$ cat src/rtl/wave_pkg.sv
// Shared types and helpers for the polyphonic square-wave generator.
package wave_pkg;

   typedef enum logic [1:0] {StIdle, StAccum, StSat} mix_state_e;

   localparam int unsigned DEF_AMPLITUDE  = 32'd268435456;
   localparam int unsigned DEF_SAMPLE_DIV = 1042;

   function automatic int unsigned clog2(input int unsigned value);
      int unsigned result = 0;
      for (int unsigned i = 0; i < 32; i++) begin
         if ((64'd1 << i) < 64'(value)) result = i + 1;
      end
      return result;
   endfunction

   // Clamp a wide signed value into the signed range of a width-bit word.
   function automatic logic signed [63:0] sat_clamp(input logic signed [63:0] value,
                                                    input int unsigned     width);
      logic signed [63:0] hi;
      logic signed [63:0] lo;
      hi = (64'sd1 <<< (width - 1)) - 64'sd1;
      lo = -(64'sd1 <<< (width - 1));
      if (value > hi) return hi;
      if (value < lo) return lo;
      return value;
   endfunction

endpackage

$ cat src/rtl/wave_voice.sv
// One gated square-wave voice: half-period counter, polarity and signed level.
module wave_voice
   import wave_pkg::*;
#(
   parameter int unsigned DATA_W    = 32,
   parameter int unsigned CNT_W     = 18,
   parameter int unsigned AMPLITUDE = DEF_AMPLITUDE
) (
   input  logic                     clk_i,
   input  logic                     rst_i,
   input  logic                     gate_i,
   input  logic [CNT_W-1:0]         half_period_i,
   output logic signed [DATA_W-1:0] level_o
);

   localparam logic signed [DATA_W-1:0] AmpPos = DATA_W'(AMPLITUDE);
   localparam logic signed [DATA_W-1:0] AmpNeg = -AmpPos;

   logic [CNT_W-1:0] cnt_q, cnt_d;
   logic             pol_q, pol_d;
   logic             gate_q;
   logic             wrap;

   // cnt+1 >= half_period avoids underflow of half_period-1 and never wraps on a shrink.
   assign wrap = ({1'b0, cnt_q} + (CNT_W + 1)'(1)) >= {1'b0, half_period_i};

   always_comb begin
      cnt_d = cnt_q;
      pol_d = pol_q;
      if (!gate_i || !gate_q) begin
         cnt_d = '0;
         pol_d = 1'b0;
      end else if (wrap) begin
         cnt_d = '0;
         pol_d = ~pol_q;
      end else begin
         cnt_d = cnt_q + CNT_W'(1);
      end
   end

   always_ff @(posedge clk_i) begin
      if (rst_i) begin
         cnt_q  <= '0;
         pol_q  <= 1'b0;
         gate_q <= 1'b0;
      end else begin
         cnt_q  <= cnt_d;
         pol_q  <= pol_d;
         gate_q <= gate_i;
      end
   end

   always_comb begin
      level_o = '0;
      if (gate_q && (half_period_i >= CNT_W'(2))) level_o = pol_q ? AmpNeg : AmpPos;
   end

endmodule

$ cat src/rtl/poly_wave_generator.sv
// Polyphonic square-wave source: voices, sample divider, sequential saturating mixer
// and audio-controller write handshake with overrun counting.
module poly_wave_generator
   import wave_pkg::*;
#(
   parameter int unsigned NUM_VOICES = 8,
   parameter int unsigned DATA_W     = 32,
   parameter int unsigned CNT_W      = 18,
   parameter int unsigned AMPLITUDE  = DEF_AMPLITUDE,
   parameter int unsigned SAMPLE_DIV = DEF_SAMPLE_DIV
) (
   input  logic                        clock,
   input  logic                        reset,
   input  logic [NUM_VOICES-1:0]       gate,
   input  logic [NUM_VOICES*CNT_W-1:0] half_period,
   input  logic                        audio_out_allowed,
   output logic                        write_audio_out,
   output logic [DATA_W-1:0]           audio_out,
   output logic                        clear_audio_out_memory,
   output logic [15:0]                 overrun_count
);

   localparam int unsigned IDX_W = (clog2(NUM_VOICES) == 0) ? 1 : clog2(NUM_VOICES);
   localparam int unsigned ACC_W = DATA_W + clog2(NUM_VOICES) + 1;
   localparam int unsigned DIV_W = clog2(SAMPLE_DIV);

   logic signed [DATA_W-1:0] level [NUM_VOICES];
   logic signed [DATA_W-1:0] snap_q [NUM_VOICES];

   for (genvar i = 0; i < NUM_VOICES; i++) begin : g_voice
      wave_voice #(
         .DATA_W    (DATA_W),
         .CNT_W     (CNT_W),
         .AMPLITUDE (AMPLITUDE)
      ) u_voice (
         .clk_i         (clock),
         .rst_i         (reset),
         .gate_i        (gate[i]),
         .half_period_i (half_period[i*CNT_W +: CNT_W]),
         .level_o       (level[i])
      );
   end

   logic [DIV_W-1:0]        div_q;
   logic                    tick;
   mix_state_e              state_q, state_d;
   logic signed [ACC_W-1:0] acc_q, acc_d;
   logic [IDX_W-1:0]        idx_q, idx_d;
   logic                    snap_load, sat_fire;
   logic [DATA_W-1:0]       sample_q, out_q, sat_value;
   logic                    pending_q, pending_d, write_q, consume;
   logic [15:0]             overrun_q, overrun_d;
   logic                    gate_any_q, clr_q;

   assign tick      = (div_q == DIV_W'(SAMPLE_DIV - 1));
   assign sat_value = DATA_W'(sat_clamp(64'(acc_q), DATA_W));
   assign consume   = pending_q & audio_out_allowed;

   always_comb begin
      state_d   = state_q;
      acc_d     = acc_q;
      idx_d     = idx_q;
      snap_load = 1'b0;
      sat_fire  = 1'b0;
      unique case (state_q)
         StIdle: begin
            if (tick) begin
               snap_load = 1'b1;
               acc_d     = '0;
               idx_d     = '0;
               state_d   = StAccum;
            end
         end
         StAccum: begin
            acc_d = acc_q + ACC_W'(snap_q[idx_q]);
            idx_d = idx_q + IDX_W'(1);
            if (idx_q == IDX_W'(NUM_VOICES - 1)) state_d = StSat;
         end
         StSat: begin
            sat_fire = 1'b1;
            state_d  = StIdle;
         end
         default: state_d = StIdle;
      endcase
   end

   // A new sample landing on the consume edge replaces the one being sent, without overrun.
   always_comb begin
      pending_d = pending_q;
      overrun_d = overrun_q;
      if (consume) pending_d = 1'b0;
      if (sat_fire) begin
         pending_d = 1'b1;
         if (pending_q && !consume && (overrun_q != 16'hFFFF)) overrun_d = overrun_q + 16'd1;
      end
   end

   always_ff @(posedge clock) begin
      if (reset) begin
         div_q      <= '0;
         state_q    <= StIdle;
         acc_q      <= '0;
         idx_q      <= '0;
         sample_q   <= '0;
         out_q      <= '0;
         pending_q  <= 1'b0;
         write_q    <= 1'b0;
         overrun_q  <= '0;
         gate_any_q <= 1'b0;
         clr_q      <= 1'b0;
         for (int i = 0; i < NUM_VOICES; i++) snap_q[i] <= '0;
      end else begin
         div_q      <= tick ? '0 : div_q + DIV_W'(1);
         state_q    <= state_d;
         acc_q      <= acc_d;
         idx_q      <= idx_d;
         pending_q  <= pending_d;
         overrun_q  <= overrun_d;
         write_q    <= consume;
         gate_any_q <= |gate;
         clr_q      <= gate_any_q & ~(|gate);
         if (consume)  out_q    <= sample_q;
         if (sat_fire) sample_q <= sat_value;
         if (snap_load) begin
            for (int i = 0; i < NUM_VOICES; i++) snap_q[i] <= level[i];
         end
      end
   end

   assign write_audio_out        = write_q;
   assign audio_out              = out_q;
   assign overrun_count          = overrun_q;
   assign clear_audio_out_memory = reset | clr_q;

endmodule

$ cat config.mk
export PLATFORM = sky130hd
export DESIGN_NAME = poly_wave_generator
export DESIGN_NICKNAME = d
export VERILOG_FILES = /design/src/rtl/wave_pkg.sv /design/src/rtl/wave_voice.sv /design/src/rtl/poly_wave_generator.sv
export SDC_FILE = /design/constraint.sdc
export NUM_CORES = 1
export LEC_CHECK = 0
export CORE_MARGIN = 3
export CORE_UTILIZATION = 45
export DETAILED_ROUTE_END_ITERATION = 16
export SYNTH_ARGS = -nofsm -noshare
export SYNTH_HDL_FRONTEND = slang
export SYNTH_HIERARCHICAL = 1
export SYNTH_SLANG_ARGS = --single-unit
$ cat constraint.sdc
create_clock -name clock -period 10.2 [get_ports clock]
set_input_delay 1.02 -clock clock [delete_from_list [all_inputs] [get_ports clock]]
set_output_delay 1.02 -clock clock [all_outputs]
set_load 0.005 [all_outputs]
==> results of run 1 <==
==> state kept, by name, indices dropped and copies added (netlist names), 3 cells and up, named ones only <==
name,flops
acc_q,36
audio_out,32
div_q,11
g_voice.u_voice/cnt_q,144
g_voice.u_voice/gate_q,8
g_voice.u_voice/pol_q,8
idx_q,3
overrun_count,16
sample_q,32
snap_q,256
==> routing by layer <==
layer  up-vias  global-route usage  wire, um
met2       337               0.291     30200
li1      10500                   -         -
met3       108              0.0275      2220
met1      9748               0.222     28500
met5         -                   0         0
met4         0              0.0507      1630
==> cell usage after synthesis, drive strengths merged, types with 13 or more instances <==
cell type / n / share of area
nand2: 235 / 0.028
clkbuf: 80 / 0.0094
nand2b: 13 / 0.0026
a2111oi: 13 / 0.0083
nor2b: 214 / 0.046
dfxtp: 299 / 0.19
nor3: 29 / 0.0091
a21oi: 161 / 0.026
nand3: 101 / 0.020
a21o: 25 / 0.0059
ha: 192 / 0.076
nor4: 38 / 0.0079
nand4: 77 / 0.022
o21a: 19 / 0.0047
nor2: 138 / 0.017
and2: 222 / 0.044
xor2: 77 / 0.021
xnor2: 102 / 0.031
o21ai: 88 / 0.015
edfxtp: 256 / 0.24
and3: 16 / 0.0035
inv: 173 / 0.020
buf: 259 / 0.061
mux2: 33 / 0.012
mux4: 64 / 0.045
==> where the power goes <==
| group | leakage (uW) | switching, uW | internal [uW] |
|---|---|---|---|
| Sequential | 0.00498 | 17.1 | 2380 |
| Combinational | 0.00839 | 130 | 118 |
| Clock | 0.00106 | 906 | 1410 |
==> worst max-delay path by stage <==
| stage | startpoint | endpoint | cells after the start |
|---|---|---|---|
| after CTS | register | acc_q[35]$_SDFFE_PP0P_ | 13 |
| after global placement | register | acc_q[35]$_SDFFE_PP0P_ | 13 |
| final | register | acc_q[35]$_SDFFE_PP0P_ | 13 |
| after detailed placement | register | acc_q[35]$_SDFFE_PP0P_ | 13 |
| after floorplan | reset | snap_q[0][0]$_SDFFCE_PN0P_ | 3 |
| after global routing | register | acc_q[35]$_SDFFE_PP0P_ | 13 |
==> cells by family (layout without fill, tap and decap cells) <==
| family | Yosys count | count (layout) | share of synthesized area |
|---|---|---|---|
| and+or+nand+nor | 1099 | 1099 | 0.203 |
| DFF | 555 | 555 | 0.430 |
| buffers and inverters | 512 | 512 | 0.0912 |
| AOI/OAI and AO/OA | 398 | 398 | 0.0874 |
| adders and majority gates | 193 | 193 | 0.0761 |
| xor gates and xnor gates | 179 | 179 | 0.0519 |
| muxes | 104 | 104 | 0.0593 |
| other | 8 | 224 | 0.000944 |
==> worst max-delay path, delay by kind of cell (launching register included) <==
family | cells | cell delay (ps)
fa+ha+maj | 1 | 360
flops | 1 | 500
mux | 2 | 880
simple gates | 3 | 250
compound gates | 6 | 1770
buf+inv | 1 | 850
==> cell type report <==
class | count | area share
Timing Repair Buffer | 219 | 0.0604
Tap cell | 931 | 0.0325
Multi-Input combinational cell | 2197 | 0.448
Sequential cell | 555 | 0.381
Clock buffer | 97 | 0.0545
Clock inverter | 23 | 0.00558
Inverter | 173 | 0.0181
==> per-stage QoR <==
| stage | instance area (sq um) | hold slack, ps | setup WS, ps |
|---|---|---|---|
| after floorplan | 32600 | 432 | 1850 |
| after global placement | 33700 | 442 | 5380 |
| after detailed placement | 33700 | 446 | 5370 |
| after CTS | 35900 | 455 | 5360 |
| after global routing | 35900 | 473 | 5000 |
| final | 35900 | 451 | 5420 |
==> results by stage, run 1 <==
Route:
- The first TritonRoute pass finished after 5 iterations.
- Once detail routing completed, the nets flagged for antenna violations numbered 0.
- After the first detailed-routing iteration, the DRC count stood at 1,015.
- Summed over all layers, the routed wires come to 62.5 mm.
- The post-route DRC violation count is 0.
- After detailed routing, the average wire length per cell comes to 14.9 um.
- The detail-routed via count per cell is 4.93.
- The routed layout has 20,700 vias.

Worst setup path:
- At the worst endpoint, the required time is 10,660 ps.
- The sort of element at the end of the critical path is a register.
- On the critical path, the stage with the largest delay is an instance of sky130_fd_sc_hd__buf_4.
- The worst register-to-register path has a depth of 13.
- The kind of launch point of the worst setup path is a register.
- The endpoint arrival time on the critical path is 5240 ps.
- Of all nets on the critical path, the largest fanout is 52.
- The worst register-to-register path ends at acc_q[35]$_SDFFE_PP0P_.
- In this design, the stage delay of the slowest critical-path cell is 850 ps.
- The start-to-end type of the worst setup path is reg -> reg.
- Walking the worst path, the cells encountered are buf_4, mux4_2, mux2_2, ha_1, a211oi_1, nor2_1, o31ai_1, o211ai_2, a21oi_1, o221a_2, nor2_1, a2111oi_1, nor2_1.
- The most common cell type on the critical path is sky130_fd_sc_hd__nor2_1.
- The setup slack on the worst flop-to-flop path is 5420 ps.

Synthesis:
- The mean area per synthesized cell is 10.4 sq um.
- In the synthesized netlist the dominant register cell turns out to be sky130_fd_sc_hd__dfxtp_1.
- The number of unique standard cell types used by synthesis is 92.
- Summing every instance area after synthesis gives 31,800 sq um.
- After synthesis, the share of flip-flops with an asynchronous set or reset is 0.
- The count of synthesis-stage warnings from yosys is 6.
- Synthesis produced 3,048 cells.
- The number of enable flip-flop cells after synthesis is 256.
- Synthesis inferred 555 register bits.
- The register area share after synthesis is 0.430.

Placed design:
- The routability congestion estimate from global placement is 0.892.
- The detailed placer's ending HPWL is 44.9 mm.
- The count of buffers from port buffering is 204.
- The count of placed standard cells including taps is 4,075.

Final layout:
- The multi-input gate area in the final layout is 16,100 sq um.
- The antenna diode count is 0.
- Fill cells in the final layout number 6,170.
- The library cell used most frequently in the layout, excluding fill and tap cells, is sky130_fd_sc_hd__dfxtp_1.
- The share of cells above drive strength 1 is 0.124.
- The area growth from synthesis to layout is 12.8%.
- The sequential cell area in the final layout is 13,700 sq um.
- The number of nets in the layout is 3,561.
- For this run, the share of the core covered by cells in the final layout is 0.518.
- The library cells used most frequently in the layout, excluding fill and tap cells, are sky130_fd_sc_hd__dfxtp_1 (297), sky130_fd_sc_hd__edfxtp_1 (256), sky130_fd_sc_hd__nand2_1 (235), sky130_fd_sc_hd__conb_1 (224), sky130_fd_sc_hd__and2_1 (215).
- The number of standard cells in the layout, taps in and fillers out is 4,195.

Timing:
- At the pin with the least slew margin, the transition time is 1130 ps.
- The final period demand of the worst path is 4780 ps.
- Setup repair after global routing left no endpoint under its margin.
- The number of slew-limit violations in the final report is 0.
- Across the routed clock network, the largest skew measured is 16.1 ps.
- Derived from the worst setup path, the maximum achievable clock frequency is 0.209 GHz.
- The final-report hold violation count is 0.
- Headroom to the max-slew limit came out at 0.245.
- The final setup violation count is 0.
- The fraction of the cycle the final worst path needs is 0.469.
- The final-layout setup total negative slack is 0 ps.

Power and ir drop:
- For this design the ratio of total power to cell area is 138 nW/um^2.
- The largest vdd supply drop is 0.0893 mV.
- Total power for the finished layout comes to 4960 uW.
- The analysis attributes to cell leakage a power of 0.0144 uW.

Flow run:
- Across the run, the number of max-cap violations was 0.

Run status:
- The flow ran to the end, and the final reports show no timing, DRC or antenna violations.

Clock tree:
- The tree is rooted in a sky130_fd_sc_hd__clkbuf_16.
- The H-tree generated during clock tree synthesis spans 3 levels.
- TritonCTS built the clock tree.
- The largest buffer count on any clock path is 3.
- Clock tree synthesis found a total of 555 sinks.
- Clock-pin slew was measured on the worst setup and hold paths at 60 ps.
- The clock buffer count from CTS is 67.
- Post-CTS timing repair inserted 0 buffers for setup.
- The hold-fix buffer count after cts is 0.
- The number of gates resized after CTS is 0.
- Clock latency on the worst-skew pair, taken at its later pin, is 590 ps.

Min path:
- The worst hold path cell count is 2.
- The worst hold path class is reg -> reg.
- The launch point of the worst hold path is sample_q[22]$_SDFFE_PP0P_.
- The worst hold path terminates at sample_q[22]$_SDFFE_PP0P_.

Global route:
- The leftover overflow at the end of global routing is 0.
- The first global-routing pass estimated 105 mm of wire.
- The initial antenna violation count is 2.
- Entering global routing, the biggest net connects 193 pins.
- The total routing usage reported by global routing is 0.170.
- The number of global-route vias before repair is 21,200.

Floorplan:
- The die is 272 um tall.
- The placement row count is 96.
- The core box area is 69,300 sq um.
- The chip width is 272 um.
- 205 I/O pins were placed.
- The initial utilization of the core area, before any placement, comes to 0.459.
- The die area is 73,900 sq um.
No activity file was read; power rests on OpenSTA's default activity.
==> inputs of run 2 (changes only) <==
==> constraint.sdc (replaced) <==
create_clock -name clock -period 5 [get_ports clock]
set_input_delay 0.5 -clock clock [delete_from_list [all_inputs] [get_ports clock]]
set_output_delay 0.5 -clock clock [all_outputs]
set_load 0.005 [all_outputs]
==> results by stage, run 2 (synthesized netlist as in run 1, its figures left out) <==
Timing:
- The number of slew-limit violations in the final report was 0 (unchanged).
- Setup repair after global routing left no endpoint under its margin.
- The slew at the pin closest to its max-slew limit came to 1150 ps (+17.8 ps).
- The post-route clock skew is 21.2 ps (+5.15 ps).
- The final setup violation count is 0 (unchanged).
- The worst relative slew slack is 0.233 (-0.0119).
- The maximum operating frequency is 0.232 GHz (+11%).
- The final period demand of the worst path is 4310 ps (-466 ps).
- The final-layout setup total negative slack is 0 ps (unchanged).
- The fraction of the cycle the final worst path needs is 0.863 (+0.394).
- The final-report hold violation count was 0 (unchanged).

Worst setup path:
- The combined buffer and inverter count along the critical path came to 0 (-1).
- Traced cell by cell, the critical path runs through mux4_2, mux2_2, ha_1, fa_1, a211oi_2, o21ai_0, a31oi_1, nor2_1, a221oi_4, o21ai_2, a21oi_1, mux2i_1, nand2_1.
- The required time of the worst setup path is 5480 ps (-5180 ps).
- The delay of the slowest cell on the worst path is 690 ps (-160 ps).
- The number of cells on the critical path is 13 (unchanged).
- The peak fanout along the critical path is 27 (-48%).
- The endpoint of the lowest-slack register-to-register path is acc_q[34]$_SDFFE_PP0P_.
- The slowest library cell on the worst path is sky130_fd_sc_hd__dfxtp_4.
- The sort of element at the end of the critical path is a register.
- The setup slack on the worst flop-to-flop path is 690 ps (-4730 ps).
- The critical path's top delay family is compound AO/OA/AOI/OAI gates.
- The kind of launch point of the worst setup path is a register.
- The endpoint arrival time on the critical path is 4800 ps (-440 ps).
- Following the worst setup path forward leads to its endpoint at acc_q[34]$_SDFFE_PP0P_.
- The number of cells on the worst reg-to-reg path is 13 (unchanged).
- The start-to-end type of the worst setup path is reg -> reg.

Placed design:
- The count of buffers from port buffering is 204 (unchanged).
- The detailed placer's ending HPWL is 46.8 mm (+4.1%).
- The cell area after placement is 33,900 sq um (+0.38%).
- The count of placed standard cells including taps is 4,087 (+0.29%).
- The routability congestion estimate from global placement is 0.867 (-2.7%).

Floorplan:
- The placement row count is 96 (unchanged).
- The die area is 73,900 sq um (unchanged).
- The floorplan die height came to 272 um (unchanged).
- The core box area was 69,300 sq um (unchanged).
- The initial core utilization came to 0.459 (unchanged).
- The chip width is 272 um (unchanged).
- The number of top-level pins is 205 (unchanged).

Route:
- The number of violations reported at the end of detailed-routing iteration 0 is 843 (-17%).
- The average routed wire per standard cell was 15.2 um (+2.2%).
- The count of antenna-violating nets left after detailed routing is 0 (unchanged).
- The number of detailed-routing iterations run before antenna repair is 5 (unchanged).
- The routed via count is 20,700 (+0.014%).
- The post-route DRC violation count is 0 (unchanged).
- The detail-routed via count per cell is 4.92 (-0.27%).
- The post-detailed-routing wire length came to 64.1 mm (+2.5%).

Final layout:
- The share of cells above drive strength 1 came to 0.126 (+0.00168).
- The number of nets in the layout is 3,573 (+0.34%).
- The antenna diode count was 0 (unchanged).
- The final core utilization is 0.520 (+0.00226).
- The register ranked first by flip-flop count is snap_q.
- The library cells used most frequently in the layout, excluding fill and tap cells, are sky130_fd_sc_hd__dfxtp_1 (296), sky130_fd_sc_hd__edfxtp_1 (256), sky130_fd_sc_hd__nand2_1 (235), sky130_fd_sc_hd__conb_1 (224), sky130_fd_sc_hd__and2_1 (215).
- Leaving out fill and tap cells, the most frequent cell in the layout is sky130_fd_sc_hd__dfxtp_1.
- The area added between synthesis and finish is 13.3%.
- The number of standard cells in the layout, taps in and fillers out is 4,207 (+0.29%).
- The summed area of non-filler cells in the final layout is 36,000 sq um (+0.44%).
- The largest registers in the layout are snap_q x256, g_voice.u_voice/cnt_q x144, acc_q x36.
- The number of flip-flops in the largest register came to 256 (unchanged).

Min path:
- The worst hold path class is in -> reg.

Clock tree:
- The post-CTS setup-driven buffer insertion count was 0 (unchanged).
- The hold-fix buffer count after cts is 0 (unchanged).
- The clock-pin transition on the worst setup and hold timing paths is 60 ps (about the same).
- CTS placed an instance of sky130_fd_sc_hd__clkbuf_16 at the clock tree root.
- The number of clock sinks is 555 (unchanged).
- The largest buffer count on any clock path is 3 (unchanged).
- The clock latency of the later-clocked register in the worst-skew pair is 590 ps (about the same).
- The TritonCTS clock tree is done.
- The clock buffer count from CTS is 67 (unchanged).
- The maximum level of the CTS H-tree is 3 (unchanged).
- The number of gates resized after CTS was 0 (unchanged).

Power and ir drop:
- The largest vdd supply drop is 0.232 mV (+160%).
- The static leakage is 0.0145 uW (+0.44%).
- The total design power is 10,200 uW (+110%).
- The ratio of total power to cell area is 283 nW/um^2 (+110%).

Flow run:
- The number of max-cap violations is 0 (unchanged).

Global route:
- The first-pass GRT wire length is 105 mm (+0.84%).
- The total routing usage reported by global routing is 0.173 (+0.00265).
- The maximum number of pins on one net before global-route repair is 70 (-64%).
- The leftover overflow at the end of global routing was 0 (unchanged).
- The number of global-route vias before repair came to 20,900 (-1.6%).
- The initial antenna violation count was 0 (-2).

Run status:
- The flow ran to the end, and the final reports show no timing, DRC or antenna violations.
run 2: layer usage:
metal  track usage  share of wire  up-vias
met5             0              0        -
met2         0.298           0.49      296
met4        0.0425          0.020        0
met1         0.226           0.46     9776
li1              -              -    10500
met3        0.0300          0.034       97
run 2: cell type report:
class / instances / area [sq um]
repair buffers: 231 / 2300
multi-input cells: 2197 / 16100
well taps: 931 / 1160
flip-flops and latches: 555 / 13700
clock buffers: 88 / 1850
fillers: 6162 / 33300
inverters: 173 / 649
clock inverters: 32 / 335
run 2: how the worst min path moves through the flow:
stage,depth (start not counted),slack (ps),end,startpoint
after CTS,2,310,gate_any_q$_SDFF_PP0_,reset
after floorplan,2,430,audio_out[31]$_SDFFE_PP0P_,sample_q[31]$_SDFFE_PP0P_
after detailed placement,2,440,audio_out[0]$_SDFFE_PP0P_,sample_q[0]$_SDFFE_PP0P_
final,2,320,gate_any_q$_SDFF_PP0_,reset
after global routing,2,320,gate_any_q$_SDFF_PP0_,reset
after global placement,2,440,audio_out[25]$_SDFFE_PP0P_,sample_q[25]$_SDFFE_PP0P_
run 2: power breakdown:
| part | switching, uW | internal [uW] | total, uW | leakage (uW) |
|---|---|---|---|---|
| clock | 1890 | 2920 | 4810 | 0.00105 |
| sequential | 38.1 | 4850 | 4890 | 0.00498 |
| combinational | 267 | 244 | 511 | 0.00846 |
| total | 2190 | 8010 | 10200 | 0.0145 |
run 2: through the flow:
step / hold WS [ps] / setup slack (ps)
after global placement: 443 / 684
after CTS: 306 / 659
after detailed placement: 442 / 676
after floorplan: 432 / 173
final: 325 / 686
after global routing: 319 / 301
==> inputs of run 3 (changes only) <==
--- a/config.mk
+++ b/config.mk
@@ -8,6 +8,7 @@
 export CORE_MARGIN = 3
 export CORE_UTILIZATION = 45
 export DETAILED_ROUTE_END_ITERATION = 16
+export RECOVER_POWER = 25
 export SYNTH_ARGS = -nofsm -noshare
 export SYNTH_HDL_FRONTEND = slang
 export SYNTH_HIERARCHICAL = 1
==> results by stage, run 3 (synthesized netlist as in run 1, its figures left out) <==
Power and ir drop:
- The total design power is 10,200 uW (about the same).
- The static leakage is 0.0147 uW (+1.1%).
- The largest vdd supply drop is 0.232 mV (about the same).
- The ratio of total power to cell area is 283 nW/um^2 (about the same).

Route:
- The count of antenna-violating nets left after detailed routing came to 0 (unchanged).
- The average routed wire per standard cell was 15.2 um (+0.11%).
- The number of violations reported at the end of detailed-routing iteration 0 is 837 (-0.71%).
- The post-detailed-routing wire length came to 64.2 mm (+0.11%).
- The post-route DRC violation count came to 0 (unchanged).
- The number of detailed-routing iterations run before antenna repair is 5 (unchanged).
- The detail-routed via count per cell is 4.93 (+0.13%).
- The routed via count is 20,700 (+0.13%).

Min path:
- The launch point of the worst hold path is reset.
- The min-delay analysis places its worst path in the category in -> reg.
- The worst hold path terminates at gate_any_q$_SDFF_PP0_.
- The worst hold path cell count is 2 (unchanged).

Timing:
- The worst setup margin is 689 ps (+2.78 ps).
- Setup repair after global routing left no endpoint under its margin.
- The worst relative slew slack is -1.05 (-1.28).
- The post-route clock skew is 21.6 ps (+0.384 ps).
- The slew at the pin closest to its max-slew limit came to 3070 ps (+1920 ps).
- The final-layout setup total negative slack is 0 ps (unchanged).
- The maximum operating frequency is 0.232 GHz (about the same).
- The final setup violation count is 0 (unchanged).
- The number of slew-limit violations in the final report is 135 (+135).
- The final-report hold violation count is 0 (unchanged).
- The tightest hold margin was 325 ps (+0.742 ps).
- The fraction of the cycle the final worst path needs is 0.862 (about the same).
- The final period demand of the worst path is 4310 ps (-2.78 ps).

Final layout:
- The area added between synthesis and finish is 13.2% (about the same).
- The number of standard cells in the layout, taps in and fillers out was 4,207 (unchanged).
- The antenna diode count is 0 (unchanged).
- The number of nets in the layout was 3,573 (unchanged).
- The share of cells above drive strength 1 is 0.125 (-0.00153).
- The number of flip-flops in the largest register is 256 (unchanged).
- The most common cell after layout, fill and taps aside is sky130_fd_sc_hd__dfxtp_1.
- The number of fill cells is 6,165 (+0.049%).
- The register ranked first by flip-flop count is snap_q.
- The library cells used most frequently in the layout, excluding fill and tap cells, are sky130_fd_sc_hd__dfxtp_1 (296), sky130_fd_sc_hd__edfxtp_1 (256), sky130_fd_sc_hd__nand2_1 (235), sky130_fd_sc_hd__conb_1 (224), sky130_fd_sc_hd__and2_1 (212).
- In the final layout, the registers with the most flip-flops are snap_q x256, g_voice.u_voice/cnt_q x144, acc_q x36.

Global route:
- The leftover overflow at the end of global routing is 0 (unchanged).
- The number of global-route vias before repair came to 20,900 (unchanged).
- The total routing usage reported by global routing is 0.173 (unchanged).
- The maximum number of pins on one net before global-route repair is 70 (unchanged).
- The first-pass GRT wire length is 105 mm (unchanged).
- The initial antenna violation count came to 0 (unchanged).

Placed design:
- The routability congestion estimate from global placement was 0.867 (unchanged).
- The worst setup timing slack at the placement stage is 676 ps (unchanged).
- The count of placed standard cells including taps came to 4,087 (unchanged).
- The count of buffers from port buffering is 204 (unchanged).
- The detailed placer's ending HPWL is 46.8 mm (unchanged).

Worst setup path:
- Broken down by cell family, the worst path's largest delay share belongs to compound AO/OA/AOI/OAI gates.
- The endpoint of the lowest-slack register-to-register path is acc_q[34]$_SDFFE_PP0P_.
- The slowest library cell on the worst path is sky130_fd_sc_hd__dfxtp_4.
- The peak fanout along the critical path is 27 (unchanged).
- The kind of launch point of the worst setup path is a register.
- The delay of the slowest cell on the worst path is 690 ps (about the same).
- The number of cells on the worst reg-to-reg path was 13 (unchanged).
- The sort of element at the end of the critical path is a register.
- The start-to-end type of the worst setup path is reg -> reg.
- The setup slack on the worst flop-to-flop path is 690 ps (about the same).
- Walking the worst path, the cells encountered are mux4_2, mux2_2, ha_1, fa_1, a211oi_2, o21ai_0, a31oi_1, nor2_1, a221oi_4, o21ai_2, a21oi_1, mux2i_1, nand2_1.
- The endpoint arrival time on the critical path is 4790 ps (about the same).
- The required time of the worst setup path came to 5480 ps (about the same).
- The combined buffer and inverter count along the critical path was 0 (unchanged).

Clock tree:
- The clock buffer count from CTS was 67 (unchanged).
- The hold-fix buffer count after cts came to 0 (unchanged).
- The largest buffer count on any clock path was 3 (unchanged).
- The number of gates resized after CTS is 0 (unchanged).
- The buffer type at the clock tree root is sky130_fd_sc_hd__clkbuf_16.
- The post-CTS setup-driven buffer insertion count is 0 (unchanged).
- The clock-pin transition on the worst setup and hold timing paths is 60 ps (about the same).
- The clock latency of the later-clocked register in the worst-skew pair is 590 ps (about the same).
- The number of clock sinks is 555 (unchanged).
- TritonCTS built the clock tree.
- The maximum level of the CTS H-tree came to 3 (unchanged).

Run status:
- The final reports fail on max-capacitance violations, max-slew violations.
- The flow ran to the end, but the final reports show violations.

Floorplan:
- The number of top-level pins was 205 (unchanged).
- The die area is 73,900 sq um (unchanged).
- The chip width came to 272 um (unchanged).
- The placement row count came to 96 (unchanged).
- The floorplan die height came to 272 um (unchanged).
- The initial core utilization is 0.459 (unchanged).
- The core box area was 69,300 sq um (unchanged).

Flow run:
- The number of max-cap violations is 3 (+3).
## run 3: cell types whose count changed in the layout (fill, tap and decap cells not counted)
| cell | change |
|---|---|
| sky130_fd_sc_hd__buf_4 | -4 |
| sky130_fd_sc_hd__nor3_2 | -1 |
| sky130_fd_sc_hd__clkdlybuf4s50_1 | -61 |
| sky130_fd_sc_hd__and2_0 | +3 |
| sky130_fd_sc_hd__clkbuf_1 | +4 |
| sky130_fd_sc_hd__and2_1 | -3 |
| sky130_fd_sc_hd__nor3_1 | +1 |
| sky130_fd_sc_hd__dlygate4sd3_1 | +61 |
## run 3: worst max path at each step
stage	slack, ps	startpoint	cells past startpoint	end
detailed placement	680	register	13	acc_q[34]$_SDFFE_PP0P_
CTS	660	register	13	acc_q[34]$_SDFFE_PP0P_
global route	300	register	13	acc_q[34]$_SDFFE_PP0P_
floorplan	170	reset	3	snap_q[0][0]$_SDFFCE_PN0P_
finish	690	register	13	acc_q[34]$_SDFFE_PP0P_
global placement	680	register	12	acc_q[35]$_SDFFE_PP0P_
## run 3: layout make-up
type                       instances  area, sq um  share of cell area
sequential                       555        13700               0.380
clock inverter                    32          335             0.00931
clock buffer                      88         1850              0.0513
tap                              931         1160              0.0323
inverter                         173          649              0.0180
timing repair buffer             231         2280              0.0633
multi-input combinational       2197        16100               0.446
## run 3: through the flow
stage / cell area [sq um] / util
after floorplan: 32600 / -
after global placement: 33900 / 0.488
final: 36000 / 0.520
after global routing: 36000 / 0.520
after CTS: 36000 / 0.520
after detailed placement: 33900 / 0.488
## run 3: metal layers
layer,global-route usage,up-vias,wire (um)
met4,0.0425,0,1310
met1,0.226,9803,29300
met5,0,-,0
met2,0.298,292,31300
met3,0.0300,97,2260
li1,-,10500,-
## run 3: where the power goes
part	internal, uW	total (uW)	leakage [uW]	switching [uW]
clock network	2920	4810	0.00105	1890
registers	4850	4890	0.00498	38.1
logic	242	509	0.00862	267
